[src/rtl/cpu_pkg.sv]
// cpu_pkg: shared encodings for the multicycle MIPS-subset control path and ALUControl.
package cpu_pkg;

    localparam logic [5:0] OP_RTYPE = 6'b000000;
    localparam logic [5:0] OP_LW    = 6'b100011;
    localparam logic [5:0] OP_SW    = 6'b101011;
    localparam logic [5:0] OP_BEQ   = 6'b000100;
    localparam logic [5:0] OP_J     = 6'b000010;
    localparam logic [5:0] OP_ADDI  = 6'b001000;

    localparam logic [1:0] ALUOP_ADD   = 2'b00;
    localparam logic [1:0] ALUOP_SUB   = 2'b01;
    localparam logic [1:0] ALUOP_FUNCT = 2'b10;

    localparam logic [1:0] SRCB_RT      = 2'b00;
    localparam logic [1:0] SRCB_FOUR    = 2'b01;
    localparam logic [1:0] SRCB_IMM     = 2'b10;
    localparam logic [1:0] SRCB_IMM_SH2 = 2'b11;

    localparam logic [1:0] PCSRC_ALU    = 2'b00;
    localparam logic [1:0] PCSRC_ALUOUT = 2'b01;
    localparam logic [1:0] PCSRC_JUMP   = 2'b10;

    typedef enum logic [3:0] {
        S_RESET     = 4'd0,
        S_FETCH     = 4'd1,
        S_DECODE    = 4'd2,
        S_MEM_ADDR  = 4'd3,
        S_MEM_READ  = 4'd4,
        S_MEM_WB    = 4'd5,
        S_MEM_WRITE = 4'd6,
        S_EXECUTE   = 4'd7,
        S_R_WB      = 4'd8,
        S_BRANCH    = 4'd9,
        S_JUMP      = 4'd10,
        S_ADDI_EXEC = 4'd11,
        S_ADDI_WB   = 4'd12,
        S_TRAP      = 4'd15
    } state_t;

    function automatic logic is_mem_state(input state_t s);
        return s inside {S_FETCH, S_MEM_READ, S_MEM_WRITE};
    endfunction

endpackage

[src/rtl/mem_wait_watchdog.sv]
// mem_wait_watchdog: counts not-ready cycles in a memory state, saturating at WAIT_LIMIT.
module mem_wait_watchdog
    import cpu_pkg::*;
#(
    parameter int WAIT_LIMIT = 255,
    parameter int WAIT_W     = 8
) (
    input  logic clk,
    input  logic rst_n,
    input  logic i_clear,
    input  logic i_enable,
    input  logic i_mem_ready,
    output logic o_timeout
);

    localparam logic [WAIT_W-1:0] LIMIT = WAIT_W'(WAIT_LIMIT);

    logic [WAIT_W-1:0] r_count;
    logic              w_at_limit;

    assign w_at_limit = r_count == LIMIT;
    // a ready in the limit cycle completes the access instead of trapping
    assign o_timeout  = i_enable && !i_mem_ready && w_at_limit;

    always_ff @(posedge clk or negedge rst_n) begin
        if (!rst_n)
            r_count <= '0;
        else if (i_clear)
            r_count <= '0;
        else if (i_enable && !i_mem_ready && !w_at_limit)
            r_count <= r_count + 1'b1;
    end

endmodule

[src/rtl/multicycle_control.sv]
// multicycle_control: main control FSM sequencing the shared ALU, memory, IR, PC and register file.
module multicycle_control
    import cpu_pkg::*;
#(
    parameter int WAIT_LIMIT = 255,
    parameter int WAIT_W     = 8
) (
    input  logic       clock,
    input  logic       reset_n,
    input  logic [5:0] opcode,
    input  logic       mem_ready,
    output logic       pc_write,
    output logic       pc_write_cond,
    output logic       iord,
    output logic       mem_read,
    output logic       mem_write,
    output logic       ir_write,
    output logic       mem_to_reg,
    output logic       reg_dst,
    output logic       reg_write,
    output logic       alu_src_a,
    output logic [1:0] alu_src_b,
    output logic [1:0] alu_op,
    output logic [1:0] pc_source,
    output logic       instr_done,
    output logic       illegal_op,
    output logic       bus_timeout,
    output logic [3:0] state
);

    state_t r_state, w_next;
    logic   r_illegal, r_bus;
    logic   w_timeout, w_set_illegal, w_set_timeout;

    assign state       = r_state;
    assign illegal_op  = r_illegal;
    assign bus_timeout = r_bus;

    // any state change clears the counter, so each memory state starts from zero
    mem_wait_watchdog #(
        .WAIT_LIMIT(WAIT_LIMIT),
        .WAIT_W    (WAIT_W)
    ) u_wdog (
        .clk        (clock),
        .rst_n      (reset_n),
        .i_clear    (w_next != r_state),
        .i_enable   (is_mem_state(r_state)),
        .i_mem_ready(mem_ready),
        .o_timeout  (w_timeout)
    );

    always_ff @(posedge clock or negedge reset_n) begin
        if (!reset_n) begin
            r_state   <= S_RESET;
            r_illegal <= 1'b0;
            r_bus     <= 1'b0;
        end else begin
            r_state <= w_next;
            if (w_set_illegal) r_illegal <= 1'b1;
            if (w_set_timeout) r_bus <= 1'b1;
        end
    end

    always_comb begin
        w_next        = r_state;
        w_set_illegal = 1'b0;
        w_set_timeout = 1'b0;
        pc_write      = 1'b0;
        pc_write_cond = 1'b0;
        iord          = 1'b0;
        mem_read      = 1'b0;
        mem_write     = 1'b0;
        ir_write      = 1'b0;
        mem_to_reg    = 1'b0;
        reg_dst       = 1'b0;
        reg_write     = 1'b0;
        alu_src_a     = 1'b0;
        alu_src_b     = SRCB_RT;
        alu_op        = ALUOP_ADD;
        pc_source     = PCSRC_ALU;
        instr_done    = 1'b0;
        case (r_state)
            S_RESET: w_next = S_FETCH;
            S_FETCH: begin
                mem_read  = 1'b1;
                alu_src_b = SRCB_FOUR;
                ir_write  = mem_ready;
                pc_write  = mem_ready;
                w_next    = mem_ready ? S_DECODE : S_FETCH;
            end
            S_DECODE: begin
                alu_src_b = SRCB_IMM_SH2;
                case (opcode)
                    OP_RTYPE:     w_next = S_EXECUTE;
                    OP_LW, OP_SW: w_next = S_MEM_ADDR;
                    OP_BEQ:       w_next = S_BRANCH;
                    OP_J:         w_next = S_JUMP;
                    OP_ADDI:      w_next = S_ADDI_EXEC;
                    default: begin
                        w_next        = S_TRAP;
                        w_set_illegal = 1'b1;
                    end
                endcase
            end
            S_MEM_ADDR: begin
                alu_src_a     = 1'b1;
                alu_src_b     = SRCB_IMM;
                w_next        = opcode == OP_LW ? S_MEM_READ : opcode == OP_SW ? S_MEM_WRITE : S_TRAP;
                w_set_illegal = opcode != OP_LW && opcode != OP_SW;
            end
            S_MEM_READ: begin
                mem_read = 1'b1;
                iord     = 1'b1;
                w_next   = mem_ready ? S_MEM_WB : S_MEM_READ;
            end
            S_MEM_WB: begin
                reg_write  = 1'b1;
                mem_to_reg = 1'b1;
                instr_done = 1'b1;
                w_next     = S_FETCH;
            end
            S_MEM_WRITE: begin
                mem_write  = 1'b1;
                iord       = 1'b1;
                instr_done = mem_ready;
                w_next     = mem_ready ? S_FETCH : S_MEM_WRITE;
            end
            S_EXECUTE: begin
                alu_src_a = 1'b1;
                alu_op    = ALUOP_FUNCT;
                w_next    = S_R_WB;
            end
            S_R_WB: begin
                reg_dst    = 1'b1;
                reg_write  = 1'b1;
                instr_done = 1'b1;
                w_next     = S_FETCH;
            end
            S_BRANCH: begin
                alu_src_a     = 1'b1;
                alu_op        = ALUOP_SUB;
                pc_write_cond = 1'b1;
                pc_source     = PCSRC_ALUOUT;
                instr_done    = 1'b1;
                w_next        = S_FETCH;
            end
            S_JUMP: begin
                pc_write   = 1'b1;
                pc_source  = PCSRC_JUMP;
                instr_done = 1'b1;
                w_next     = S_FETCH;
            end
            S_ADDI_EXEC: begin
                alu_src_a = 1'b1;
                alu_src_b = SRCB_IMM;
                w_next    = S_ADDI_WB;
            end
            S_ADDI_WB: begin
                reg_write  = 1'b1;
                instr_done = 1'b1;
                w_next     = S_FETCH;
            end
            S_TRAP: w_next = S_TRAP;
            default: begin
                w_next        = S_TRAP;
                w_set_illegal = 1'b1;
            end
        endcase
        if (w_timeout) begin
            w_next        = S_TRAP;
            w_set_timeout = 1'b1;
        end
    end

endmodule

[config.mk]
export PLATFORM = sky130hd
export DESIGN_NAME = multicycle_control
export DESIGN_NICKNAME = d
export VERILOG_FILES = /design/src/rtl/cpu_pkg.sv /design/src/rtl/mem_wait_watchdog.sv /design/src/rtl/multicycle_control.sv
export SDC_FILE = /design/constraint.sdc
export NUM_CORES = 1
export LEC_CHECK = 0
export CORE_MARGIN = 4
export CORE_UTILIZATION = 38
export CTS_CLUSTER_SIZE = 10
export DETAILED_ROUTE_END_ITERATION = 16
export HOLD_SLACK_MARGIN = 0.08
export PLACE_DENSITY = 0.66
export REMOVE_ABC_BUFFERS = 1
export SETUP_SLACK_MARGIN = 0.02
export SLEW_MARGIN = 20
export SYNTH_ARGS = -nofsm -noshare
export SYNTH_HDL_FRONTEND = slang
export SYNTH_SLANG_ARGS = --single-unit
[constraint.sdc]
create_clock -name clock -period 2.45 [get_ports clock]
set_input_delay 0.3675 -clock clock [delete_from_list [all_inputs] [get_ports clock]]
set_output_delay 0.3675 -clock clock [all_outputs]
set_load 0.02 [all_outputs]
==> results_dict.tcl <==
set metrics [dict create \
    cts_max_level 1 \
    vias 1221 \
    fillerInstances 257 \
    met1_length_mm 1.40 \
    min_period_ns 2.32 \
    cts_buffers 3 \
    tritoncts "yes" \
    die_w_um 63.3 \
    arrival_ns 1.95 \
    drive_gt1_share_pct 13.5 \
    grt_overflow 0 \
    root_buffer "clkbuf_4" \
    yosysSeqAreaShare_pct 30.2 \
    port_buffers 31 \
    num_rows 19 \
    slew_violations 0 \
    ys_ff_latch 14 \
    num_antenna_cells 0 \
    start_util_pct 41.0 \
    critical_path.endpoint "pc_write_cond" \
    dpl_cell_area_um2 1540 \
    top_layer_used "met4" \
    io_pins 32 \
    wl_met3_um 109 \
    cp-start-kind "register" \
    slowest_delay_ns 0.63 \
    synth_top_area_share_pct 30.2 \
    worstPathCellList "buf_4 -> nand2b_1 -> nor2_1 -> clkdlybuf4s50_1" \
    synth_top_area_cell "dfrtp_1" \
    grt_pass1_wl_mm 5.53 \
    clkLatencyLatePin_ns 0.28 \
    grt_max_degree 20 \
    relSlewSlack_pct 58.4 \
    cpMaxStageDelayCell "clkdlybuf4s50_1" \
    dp_hpwl_mm 2.43 \
    ctsHoldBuffers 0 \
    tns_ns 0 \
    postLayoutCellArea_um2 1590 \
    hp-class "input port to asynchronous set/reset pin" \
    vias_per_cell 5.65 \
    skew_ns 0.00491 \
    drt-wirelength-per-cell_um 14.8 \
    worst-slew-pin-transition_ns 0.622 \
    rr_endpoint "u_wdog.r_count[2]" \
    dr.pass1.iters 4 \
    cts_setup_buffers 0 \
    wl_met2_mm 1.66 \
    syn_avg_cell_area_um2 7.85 \
    clock-sinks 14 \
    fmax_ghz 0.431 \
    powerDensity_nw_per_um2 1120 \
    die-area_um2 4000 \
    hold_viol 0 \
    routabilityCongestion 0.882 \
    status "finished clean" \
    rsz0062_at_grt "no" \
    worst-path-max-fanout 14 \
    p_leak_nw 0.683 \
    synth_warnings 0 \
    crit_path_start "state[1]" \
    first_global_vias 1208 \
    reg2reg_from "state[1]" \
    clkSlewWorstSetupHoldPaths_ns 0.09 \
    setup_viol_count_final 0 \
    fp.dieH_um 63.3 \
    layout.nets 196 \
    power_w 0.00178 \
    synth_area_leaders "dfrtp_1, nor2_1, nand3_1" \
    antenna_found_initial 0 \
    critPathKind "register to output port" \
    cp.required_ns 2.08 \
    ir_drop_mv 0.487 \
    dr.first_iter.drc_count 83 \
    r2r_slack_ns 0.21 \
    track_usage_pct 16.7 \
    routed_wl_mm 3.20 \
    max-cap-violations 0 \
    yosysUniqueCellTypes 48 \
    clock_path_buffers 2 \
    antenna_left 0 \
    synthToLayoutAreaGrowth_pct 36.9 \
    drc 0 \
    end_kind "output port" \
    reg2reg_depth 7 \
    core_um2 2830 \
    netlist_instances 148 \
    syn-cell-area_um2 1160 \
    min_period_over_period_pct 94.6 \
]
-- kinds of logic (layout without fill, tap and decap cells) --
| group | Yosys count | count (layout) | share of synthesized area (%) |
|---|---|---|---|
| fa+ha+maj | 1 | 1 | 1.08 |
| flops | 14 | 14 | 30.2 |
| buf+inv | 15 | 52 | 6.14 |
| mux | 2 | 2 | 1.72 |
| compound gates | 30 | 30 | 19.6 |
| simple gates | 77 | 77 | 34.5 |
| xor+xnor | 9 | 9 | 6.79 |
-- metal layers --
metal | GRT usage, % | up-vias
met3 | 2.84 | 5
met5 | 0 | -
li1 | - | 601
met4 | 3.50 | 0
met2 | 31.1 | 22
met1 | 19.9 | 593
-- critical path: cells and delay by family, from the launching register on --
| family | cells | cell delay, ns |
|---|---|---|
| buffers and inverters | 2 | 0.83 |
| and+or+nand+nor | 2 | 0.38 |
| DFF | 1 | 0.46 |
-- layout make-up --
class | instances | area, um^2 | share of cell area, %
sequential | 14 | 352 | 22.1
tap | 31 | 38.8 | 2.44
inverter | 6 | 22.5 | 1.42
multi-input combinational | 119 | 739 | 46.5
clock buffer | 4 | 36.3 | 2.28
timing repair buffer | 42 | 400 | 25.2
-- registers in the layout, summed over array words and instances (netlist names) --
| register | cells |
|---|---|
| u_wdog.r_count | 8 |
| state | 4 |
| bus_timeout | 1 |
| illegal_op | 1 |
-- synth_stat cells, drive strengths merged --
master / count
and4bb: 1
nand2b: 5
xor2: 5
o21a: 1
o221ai: 1
nor4: 1
or3b: 2
a211o: 1
nand2: 11
xnor2: 4
a32oi: 1
o211ai: 1
nor3b: 1
o311ai: 1
o21ai: 5
and4: 1
or3: 1
nand4: 6
dfrtp: 14
nor3: 6
clkbuf: 2
inv: 6
a21oi: 5
nand3: 10
a211oi: 1
o31ai: 1
o21bai: 2
buf: 7
ha: 1
mux2i: 2
a21boi: 3
o2bb2ai: 1
nor4bb: 1
and3: 3
o2111ai: 1
a31oi: 3
nor2: 24
or2: 1
and2: 2
o22ai: 2
nor2b: 1
-- where the power goes --
part	leakage, nW	internal, W	total (W)	switching [W]
combinational	0.480	0.000582	0.00130	0.000714
sequential	0.182	0.000268	0.000317	0.0000491
clock	0.0210	0.0000905	0.000168	0.0000775
-- cells in the final DEF (no fill, tap or decap), types with 2 or more instances in the layout --
master and count:
o22ai_1 2, nand2_1 11, buf_4 11, and3_1 2
clkdlybuf4s50_1 28, nand2b_1 5, or3b_1 2, a31oi_1 3
nand3_1 10, nand4_1 6, o21ai_0 5, xnor2_1 4
nor2_1 23, a21oi_1 5, nor3_1 6, mux2i_1 2
inv_1 5, xor2_1 5, and2_1 2, dfrtp_1 13
clkbuf_4 3, a21boi_0 2, dlymetal6s2s_1 3
-- worst min path at each step --
stage / depth (start not counted) / startpoint / to
floorplan: 0 / reset_n / bus_timeout
global placement: 1 / bus_timeout / bus_timeout
detailed placement: 1 / bus_timeout / bus_timeout
CTS: 1 / bus_timeout / bus_timeout
global route: 1 / bus_timeout / bus_timeout
finish: 1 / reset_n / u_wdog.r_count[4]
-- what timing repair did --
action	CTS	global route
gates resized for setup	1	4
setup endpoints to repair	1	4
endpoints found under the hold margin	0	0
-- per-stage QoR --
step                util (%)  hold WS [ns]  setup WS, ns  instances
global route            56.2         0.488        0.0230        216
floorplan                  -        0.0719         0.143        139
global placement        54.6         0.450        0.0298        212
finish                  56.2         0.463         0.132        216
CTS                     55.9         0.474        0.0209        216
detailed placement      54.6         0.451       0.00778        212
Power figures use the tool's default switching activity.
